$ cat src/rtl/reward_rx.sv
// Receive side of the reward exchange: reads a reward packet from packet RAM, checks it
// against this node, then updates the Q-table entry for the action and its neighbour ID.
module reward_rx #(
  parameter logic [10:0] RX_BASE     = 11'h248,
  parameter logic [10:0] Q_BASE      = 11'h048,
  parameter logic [10:0] NBR_BASE    = 11'h148,
  parameter int          NUM_ACTIONS = 32,
  parameter int          ALPHA_SHIFT = 2
) (
  input  logic        clock,
  input  logic        rst,
  input  logic        start,
  input  logic [15:0] MY_CLUSTER_ID,
  input  logic [15:0] data_in,
  output logic [10:0] address,
  output logic [15:0] data_out,
  output logic        wr_en,
  output logic        busy,
  output logic        accepted,
  output logic        done
);

  typedef enum logic [3:0] {
    S_IDLE, S_RD_SRC, S_RD_CLU, S_RD_VAL, S_RD_ACT,
    S_CHECK, S_RD_Q, S_WR_Q, S_WR_NBR, S_DONE
  } state_t;

  localparam logic [15:0] NUM_ACT = 16'(NUM_ACTIONS);

  // Moves old toward rew by 2^-ALPHA_SHIFT of the gap; the 17-bit gap keeps it exact.
  function automatic logic [15:0] q_update(input logic signed [15:0] old,
                                           input logic signed [15:0] rew);
    logic signed [16:0] diff;
    logic signed [16:0] delta;
    logic signed [16:0] sum;
    diff  = $signed({rew[15], rew}) - $signed({old[15], old});
    delta = diff >>> ALPHA_SHIFT;
    sum   = $signed({old[15], old}) + delta;
    return sum[15:0];
  endfunction

  state_t      state_q, state_d;
  logic [15:0] src_q, src_d, clu_q, clu_d, rew_q, rew_d, act_q, act_d;
  logic        ok_q, ok_d;
  logic [10:0] addr_q, addr_d;
  logic [15:0] dout_q, dout_d;
  logic        wr_q, wr_d, busy_q, busy_d, acc_q, acc_d, done_q, done_d;
  logic        start_ok, chk_ok;
  logic [10:0] act_off;

  assign start_ok = start && (state_q == S_IDLE || state_q == S_DONE);
  assign chk_ok   = (clu_q == MY_CLUSTER_ID) && (data_in < NUM_ACT);
  // In CHECK the action is still on data_in; it only lands in act_q on the way out.
  assign act_off  = (state_q == S_CHECK) ? {data_in[9:0], 1'b0} : {act_q[9:0], 1'b0};

  always_ff @(posedge clock or posedge rst) begin
    if (rst) begin
      state_q <= S_IDLE;
      src_q   <= '0;
      clu_q   <= '0;
      rew_q   <= '0;
      act_q   <= '0;
      ok_q    <= 1'b0;
      addr_q  <= '0;
      dout_q  <= '0;
      wr_q    <= 1'b0;
      busy_q  <= 1'b0;
      acc_q   <= 1'b0;
      done_q  <= 1'b0;
    end else begin
      state_q <= state_d;
      src_q   <= src_d;
      clu_q   <= clu_d;
      rew_q   <= rew_d;
      act_q   <= act_d;
      ok_q    <= ok_d;
      addr_q  <= addr_d;
      dout_q  <= dout_d;
      wr_q    <= wr_d;
      busy_q  <= busy_d;
      acc_q   <= acc_d;
      done_q  <= done_d;
    end
  end

  always_comb begin
    state_d = state_q;
    src_d   = src_q;
    clu_d   = clu_q;
    rew_d   = rew_q;
    act_d   = act_q;
    ok_d    = ok_q;
    unique case (state_q)
      S_IDLE, S_DONE: if (start_ok) begin
        state_d = S_RD_SRC;
        ok_d    = 1'b0;
      end
      S_RD_SRC: state_d = S_RD_CLU;
      S_RD_CLU: begin state_d = S_RD_VAL; src_d = data_in; end
      S_RD_VAL: begin state_d = S_RD_ACT; clu_d = data_in; end
      S_RD_ACT: begin state_d = S_CHECK;  rew_d = data_in; end
      S_CHECK: begin
        act_d   = data_in;
        ok_d    = chk_ok;
        state_d = chk_ok ? S_RD_Q : S_DONE;
      end
      S_RD_Q:   state_d = S_WR_Q;
      S_WR_Q:   state_d = S_WR_NBR;
      S_WR_NBR: state_d = S_DONE;
      default:  state_d = S_IDLE;
    endcase
  end

  always_comb begin
    addr_d = '0;
    dout_d = '0;
    wr_d   = 1'b0;
    busy_d = !(state_d == S_IDLE || state_d == S_DONE);
    done_d = (state_d == S_DONE);
    acc_d  = (state_d == S_DONE) && ok_d;
    case (state_d)
      S_RD_SRC: addr_d = RX_BASE;
      S_RD_CLU: addr_d = RX_BASE + 11'd2;
      S_RD_VAL: addr_d = RX_BASE + 11'd4;
      S_RD_ACT: addr_d = RX_BASE + 11'd6;
      S_RD_Q:   addr_d = Q_BASE + act_off;
      S_WR_Q: begin
        addr_d = Q_BASE + act_off;
        wr_d   = 1'b1;
      end
      S_WR_NBR: begin
        addr_d = NBR_BASE + act_off;
        dout_d = src_q;
        wr_d   = 1'b1;
      end
      default: ;
    endcase
  end

  assign address  = addr_q;
  assign wr_en    = wr_q;
  assign busy     = busy_q;
  assign accepted = acc_q;
  assign done     = done_q;
  // The old Q value only arrives during WR_Q, so the update is formed combinationally there.
  assign data_out = (state_q == S_WR_Q) ? q_update($signed(data_in), $signed(rew_q)) : dout_q;

endmodule
$ cat config.mk
export PLATFORM = sky130hd
export DESIGN_NAME = reward_rx
export DESIGN_NICKNAME = d
export VERILOG_FILES = /design/src/rtl/reward_rx.sv
export SDC_FILE = /design/constraint.sdc
export NUM_CORES = 1
export LEC_CHECK = 0
export CAP_MARGIN = 5
export CORE_MARGIN = 5
export CORE_UTILIZATION = 50
export DETAILED_ROUTE_END_ITERATION = 16
export HOLD_SLACK_MARGIN = 0.08
export PLACE_DENSITY = 0.76
export SYNTH_ARGS = -nofsm -noshare
export SYNTH_HDL_FRONTEND = slang
export SYNTH_SLANG_ARGS = --single-unit
$ cat constraint.sdc
create_clock -name clock -period 12.65 [get_ports clock]
set_input_delay 1.265 -clock clock [delete_from_list [all_inputs] [get_ports clock]]
set_output_delay 1.265 -clock clock [all_outputs]
set_load 0.05 [all_outputs]
==> out/qor.csv, run 1 <==
metric,value,unit
First DRT Iteration DRCs,203,
r2r worst-path depth,10,
WL/cell,17.0,µm
Post-CTS Setup Repair Bufs,0,
NumNets Final,631,
final instance area,6250,µm²
WP data arrival,6510,ps
syn_nets,568,
Final Hold Viols,0,
fin. max-slew vios,0,
core area,10300,µm²
RSZ-0062 raised after global routing,no,
Worst Max-Slew Pin Slew,975,ps
clk_lat worst skew,360,ps
I/O pins,66,
largest net degree at the start of global routing,53,
Clock Skew,12.4,ps
H-Tree Depth,3,
Die Height,112,µm
Pwr per Cell Area,272,nW/µm²
CTS Buffer Depth,2,
DRC Markers,0,
Util after Layout,60.8,%
PortBufs,64,
Resized Gates After CTS,0,
final worst-path cycle share,61.5,%
ANT cells,0,
clock sink count,93,
Final Setup Violations,0,
die width,112,µm
synth warn,0,
GRT Residual Overflow,0,
Tmin final,7770,ps
root buffer cell,clkbuf_8,
initial core utilization,51.1,%
"EDFF count, synth",0,
Setup WS pre-CTS,4980,ps
Seq cells post-synth,93,
GRT Overall Usage,20.0,%
Max VDD drop,0.149,mV
run status,finished clean,
Hold Path Class,reg2reg,
CP required,11390,ps
layer carrying the most global-route usage,met2,
Crit Path Class,in2out,
first-pass GRT wire length,20300,µm
# rows,37,
layout cells sized above 1,15.9,%
dpl hpwl,8820,µm
Worst Hold Path Cells,2,
"Distinct cells, synth",57,
Worst-path clk slew,90,ps
Reg2Reg Launch Point,state_q[0]$_DFF_PP0_,
non-filler instance count after layout,703,
leakage,2.84,nW
Worst slew margin,34.8,%
post-route ant nets,0,
switching share of power,41.8,%
synthesized area per cell,10.5,µm²
Gate power share,58.0,%
met2 GRT Util,33.0,%
met1 usage,26.7,%
HP Start,act_q[0]$_DFFE_PP0P_,
clock power share,12.9,%
"Top FF cell, synth",dfrtp_1,
Mapped Area,5250,µm²
CTS tree,yes,
cells after synthesis,500,
Via density,5.47,
Internal,0.988,mW
Peak Freq,0.129,GHz
Final TNS setup,0,ps
M3 GR Usage,3.94,%
Setup crit end kind,primary output,
Via Count,3847,
FF-to-FF setup slack,9080,ps
placed insts,688,
hold buffers post-CTS,0,
Psw,0.709,mW
Initial DRT Pass Iterations,5,
die area,12600,µm²
worst reg2reg endpoint,address[10]$_DFF_PP0_,
"Seq/Total Area, Yosys",44.3,%
WHS Endpoint,act_q[0]$_DFFE_PP0P_,
Worst Path Max Fanout,7,
initial antenna violation count,0,
DRT Wirelength,11900,µm
area grow syn2layout,19.1,%
GPL Wtd Cong,0.866,
Post-synth ARST share,100,%
vias in the first global route,4053,
dpl cell area,6030,µm²
Worst Slack Setup Final,4880,ps
Flop pwr share,29.1,%
MaxCap Viol Count,0,
total CTS buffers,9,
Setup crit start kind,primary input,
sequential cells by signal, summed over array words and instances (netlist names):
signal    count
done          1
accepted      1
busy          1
dout_q       16
src_q        16
clu_q        16
address      10
state_q       4
act_q        10
wr_en         1
rew_q        16
ok_q          1
layer usage:
layer  vias up  share of wire [%]
met5         -                  0
met4         0                1.3
met3        17                5.0
met2        91                 49
met1      1875                 45
li1       1864                  -
how the worst max path moves through the flow:
stage | start | endpoint | slack (ps) | cells past startpoint
floorplan | data_in[2] | data_out[11] | 6000 | 16
global placement | data_in[2] | data_out[15] | 5050 | 19
detailed placement | data_in[2] | data_out[15] | 4980 | 19
CTS | data_in[2] | data_out[15] | 4940 | 19
global route | data_in[2] | data_out[15] | 4620 | 19
finish | data_in[2] | data_out[15] | 4880 | 19
cells in the final DEF (no fill, tap or decap), drive strengths merged, types with 2 or more instances in the layout:
| master | synthesis | routed |
|---|---|---|
| nand4 | 3 | 3 |
| and3 | 22 | 22 |
| nand2b | 2 | 2 |
| dfrtp | 93 | 93 |
| ha | 32 | 32 |
| clkdlybuf4s50 | 0 | 64 |
| nor3 | 10 | 10 |
| a31o | 2 | 2 |
| o21a | 3 | 3 |
| clkinv | 2 | 3 |
| o21ai | 27 | 27 |
| a21o | 4 | 4 |
| or3 | 4 | 4 |
| or2 | 4 | 4 |
| o21bai | 4 | 4 |
| mux2i | 4 | 4 |
| a311oi | 2 | 2 |
| nor2b | 2 | 2 |
| clkbuf | 15 | 10 |
| clkinvlp | 0 | 2 |
| nor4 | 5 | 5 |
| inv | 29 | 29 |
| o32ai | 2 | 2 |
| nor2 | 27 | 27 |
| xor2 | 19 | 19 |
| a22oi | 2 | 2 |
| bufinv | 0 | 2 |
| o31ai | 2 | 2 |
| and2 | 4 | 4 |
| a21oi | 22 | 22 |
| nand2 | 40 | 40 |
| o211ai | 2 | 2 |
| mux2 | 56 | 56 |
| buf | 2 | 5 |
| xnor2 | 28 | 28 |
| nand3 | 6 | 6 |
| a31oi | 3 | 3 |
per-stage QoR:
| step | total power [mW] | hold slack, ps |
|---|---|---|
| after detailed placement | 1.48 | 475 |
| final | 1.70 | 491 |
| after global routing | 1.84 | 528 |
| after CTS | 1.70 | 496 |
| after floorplan | 1.26 | 442 |
| after global placement | 1.44 | 466 |
logic make-up after synthesis:
family / count (synthesis) / synth area share, %
multiplexers: 60 / 12.8
AO/OA/AOI/OAI: 83 / 10.5
XOR/XNOR: 47 / 7.84
buffers and inverters: 48 / 3.53
adder cells (fa/ha/maj): 33 / 8.01
AND/OR/NAND/NOR: 135 / 12.9
other: 1 / 0.0715
flip-flops: 93 / 44.3
worst max-delay path, cell delays in order:
cell and delay, ps:
clkdlybuf4s50_1 620, inv_1 80, ha_1 340, a21o_1 190, a31o_2 250, a21oi_1 250
nor2b_1 70, nor2_1 110, xnor2_1 130, ha_1 280, o21a_1 140, a2111oi_0 770
nor4b_1 190, o31ai_1 420, a31oi_1 160, xnor2_1 160, xnor2_1 130, o21ai_1 120
clkdlybuf4s50_1 830
synth_stat cells, types with 2 or more instances:
master	n	area, µm²
or2_2	4	25.0
and3_1	22	138
mux2_2	56	631
o21ai_1	2	10.0
nand3_1	6	30.0
clkinv_1	2	7.51
ha_1	32	400
nand4_1	3	18.8
a31oi_1	3	18.8
a21oi_1	21	105
a22oi_1	2	15.0
a31o_2	2	17.5
clkbuf_1	15	56.3
nor2_1	27	101
mux2i_1	4	40.0
or3_1	4	25.0
o32ai_1	2	17.5
o21bai_1	4	30.0
dfrtp_1	93	2330
nand2b_1	2	12.5
nor2b_1	2	12.5
xor2_1	19	166
o21a_1	3	22.5
o211ai_1	2	15.0
and2_1	3	18.8
o21ai_0	25	125
inv_1	29	109
nor3_1	10	50.1
nand2_1	40	150
nor4_1	4	25.0
xnor2_1	28	245
a21o_1	4	30.0
power groups by stage:
stage,clock [mW],combinational (mW),sequential (mW)
floorplan,0,0.750,0.506
global placement,0,0.950,0.492
detailed placement,0,0.978,0.499
CTS,0.225,0.987,0.493
global route,0.238,1.09,0.509
finish,0.219,0.984,0.494
cell type report:
cell class              instances  area [µm²]
well taps                     136         170
clock buffers                  10         138
fillers                       846        4030
inverters                      31         118
clock inverters                 5        83.8
flip-flops and latches         93        2330
multi-input cells             359        2740
repair buffers                 69         678
Power figures use the tool's default switching activity.
==> inputs of run 2 (changes only) <==
==> constraint.sdc (replaced) <==
create_clock -name clock -period 7.95 [get_ports clock]
set_input_delay 0.795 -clock clock [delete_from_list [all_inputs] [get_ports clock]]
set_output_delay 0.795 -clock clock [all_outputs]
set_load 0.05 [all_outputs]
==> run 2 against run 1 <==
- first-iteration DRC count is 12% lower
- core utilization shrank 0.11 points
- wire length up 0.16%
- global-route usage shrank 0.33 points
- via count is 2.2% higher
- non-clock buffer count grew 1
- final cell count increased by 0.28%
- critical endpoint unchanged
- design area decreased by 0.18%
- total power grew 57%
- clock skew shrank 5.9 ps
- worst hold slack lost 5.9 ps
- largest cell class unchanged
- critical path type unchanged
==> out/qor.csv, run 2 (synthesized netlist as in run 1, its figures left out) <==
metric,value,unit
run status,finished clean,
layout cells sized above 1,15.8,%
RSZ-0062 raised after global routing,no,
Hold Path Class,reg2reg,
final instance area,6240,µm²
Multi-input gate area,2740,µm²
Worst Max-Slew Pin Slew,972,ps
Post-CTS Setup Repair Bufs,0,
Crit Path Class,in2out,
Max VDD drop,0.213,mV
First DRT Iteration DRCs,179,
Final TNS setup,0,ps
"Buf+Inv Stages, Crit Path",3,
largest net degree at the start of global routing,53,
root buffer cell,clkbuf_8,
area grow syn2layout,18.9,%
# rows,37,
Tmin final,6790,ps
vias in the first global route,4070,
final worst-path cycle share,85.4,%
MaxCap Viol Count,0,
core area,10300,µm²
WL/cell,17.0,µm
Final Hold Viols,0,
# fillers,862,
Initial DRT Pass Iterations,4,
clock sink count,93,
most frequent cells in the layout,"dfrtp_1, clkdlybuf4s50_1, mux2_2, nand2_1, ha_1",
NumNets Final,632,
Util after Layout,60.7,%
"most used cell, CP",xnor2_1,
I/O pins,66,
GRT Overall Usage,19.6,%
Sequential Area,2330,µm²
Final Setup Violations,0,
"Cell Chain, Critical Path","clkdlybuf4s50_1, inv_1, ha_1, a21o_1, a31o_2, a21oi_1, nor2b_1, nor2_1, xnor2_1, ha_1, o21a_1, a2111oi_0, nor4b_1, o31ai_1, a31oi_1, xnor2_1, xnor2_1, o21ai_1, clkdlybuf4s50_1",
initial core utilization,51.1,%
initial antenna violation count,0,
die width,112,µm
CP top delay family,compound AO/OA/AOI/OAI gates,
die area,12600,µm²
WP data arrival,5990,ps
Setup crit start kind,primary input,
Worst Path Max Fanout,7,
first-pass GRT wire length,19900,µm
hold buffers post-CTS,0,
CP required,7150,ps
GRT Residual Overflow,0,
Hold Slack,485,ps
GPL Wtd Cong,0.851,
Via density,5.57,
Worst-path clk slew,90,ps
PortBufs,64,
Peak Freq,0.147,GHz
Pwr per Cell Area,428,nW/µm²
DRC Markers,0,
ANT cells,0,
leakage,2.84,nW
Setup crit end kind,primary output,
"commonest non-fill, non-tap cell in the layout",dfrtp_1,
dpl hpwl,8850,µm
CTS tree,yes,
DRT Wirelength,12000,µm
H-Tree Depth,3,
Die Height,112,µm
dpl cell area,6040,µm²
crit path max-delay cell type,clkdlybuf4s50_1,
fin. max-slew vios,0,
post-route ant nets,0,
total CTS buffers,9,
CTS Buffer Depth,2,
crit-path max cell delay,840,ps
Resized Gates After CTS,0,
Clock Skew,6.52,ps
clk_lat worst skew,360,ps
Via Count,3930,
Worst slew margin,35.0,%
-- run 2: changes by cell type in the layout (fill, tap and decap cells not counted), sizes merged --
cell / previous run / this run
clkbuf: 10 / 13
clkinv: 3 / 5
clkinvlp: 2 / 0
buf: 5 / 6
bufinv: 2 / 1
inv: 29 / 28
-- run 2: layout make-up --
class / count / share of cell area, %
clock inverter: 3 / 0.702
multi-input combinational: 359 / 43.8
timing repair buffer: 70 / 11.0
tap: 136 / 2.73
inverter: 31 / 1.89
sequential: 93 / 37.3
clock buffer: 13 / 2.55
-- run 2: worst paths after layout --
path / cells after the start / end / slack [ps] / startpoint
max in group asynchronous: 3 / state_q[3]$_DFF_PP0_ / 6020 / rst
min: 2 / act_q[1]$_DFFE_PP0P_ / 490 / act_q[1]$_DFFE_PP0P_
min reg2reg: 2 / act_q[1]$_DFFE_PP0P_ / 490 / act_q[1]$_DFFE_PP0P_
max: 19 / data_out[15] / 1160 / data_in[2]
max reg2reg: 9 / address[9]$_DFF_PP0_ / 4460 / state_q[0]$_DFF_PP0_
min in group asynchronous: 2 / src_q[13]$_DFFE_PP0P_ / 840 / rst
-- run 2: stage by stage --
| stage | std cells | total power [mW] | worst slack (ps) |
|---|---|---|---|
| floorplan | 500 | 2.00 | 2240 |
| global placement | 689 | 2.29 | 1290 |
| detailed placement | 689 | 2.35 | 1220 |
| CTS | 705 | 2.68 | 1170 |
| global route | 705 | 2.88 | 924 |
| finish | 705 | 2.67 | 1160 |
-- run 2: per-layer routing --
metal | wire, µm | track usage, % | up-vias
met5 | 0 | 0 | -
met1 | 5320 | 25.3 | 1900
met4 | 372 | 8.49 | 0
met3 | 610 | 4.64 | 29
li1 | - | - | 1878
met2 | 5660 | 31.6 | 123
-- run 2: power by group --
part	internal [mW]	total (mW)	switching, mW
clock	0.163	0.321	0.158
sequential	0.660	0.785	0.125
combinational	0.728	1.57	0.839
total	1.55	2.67	1.12
-- run 2: tightest hold or removal path, delay by kind of cell, from the launching register on --
family,cells,cell delay [ps]
buffers and inverters,1,50
muxes,1,80
DFF,1,330
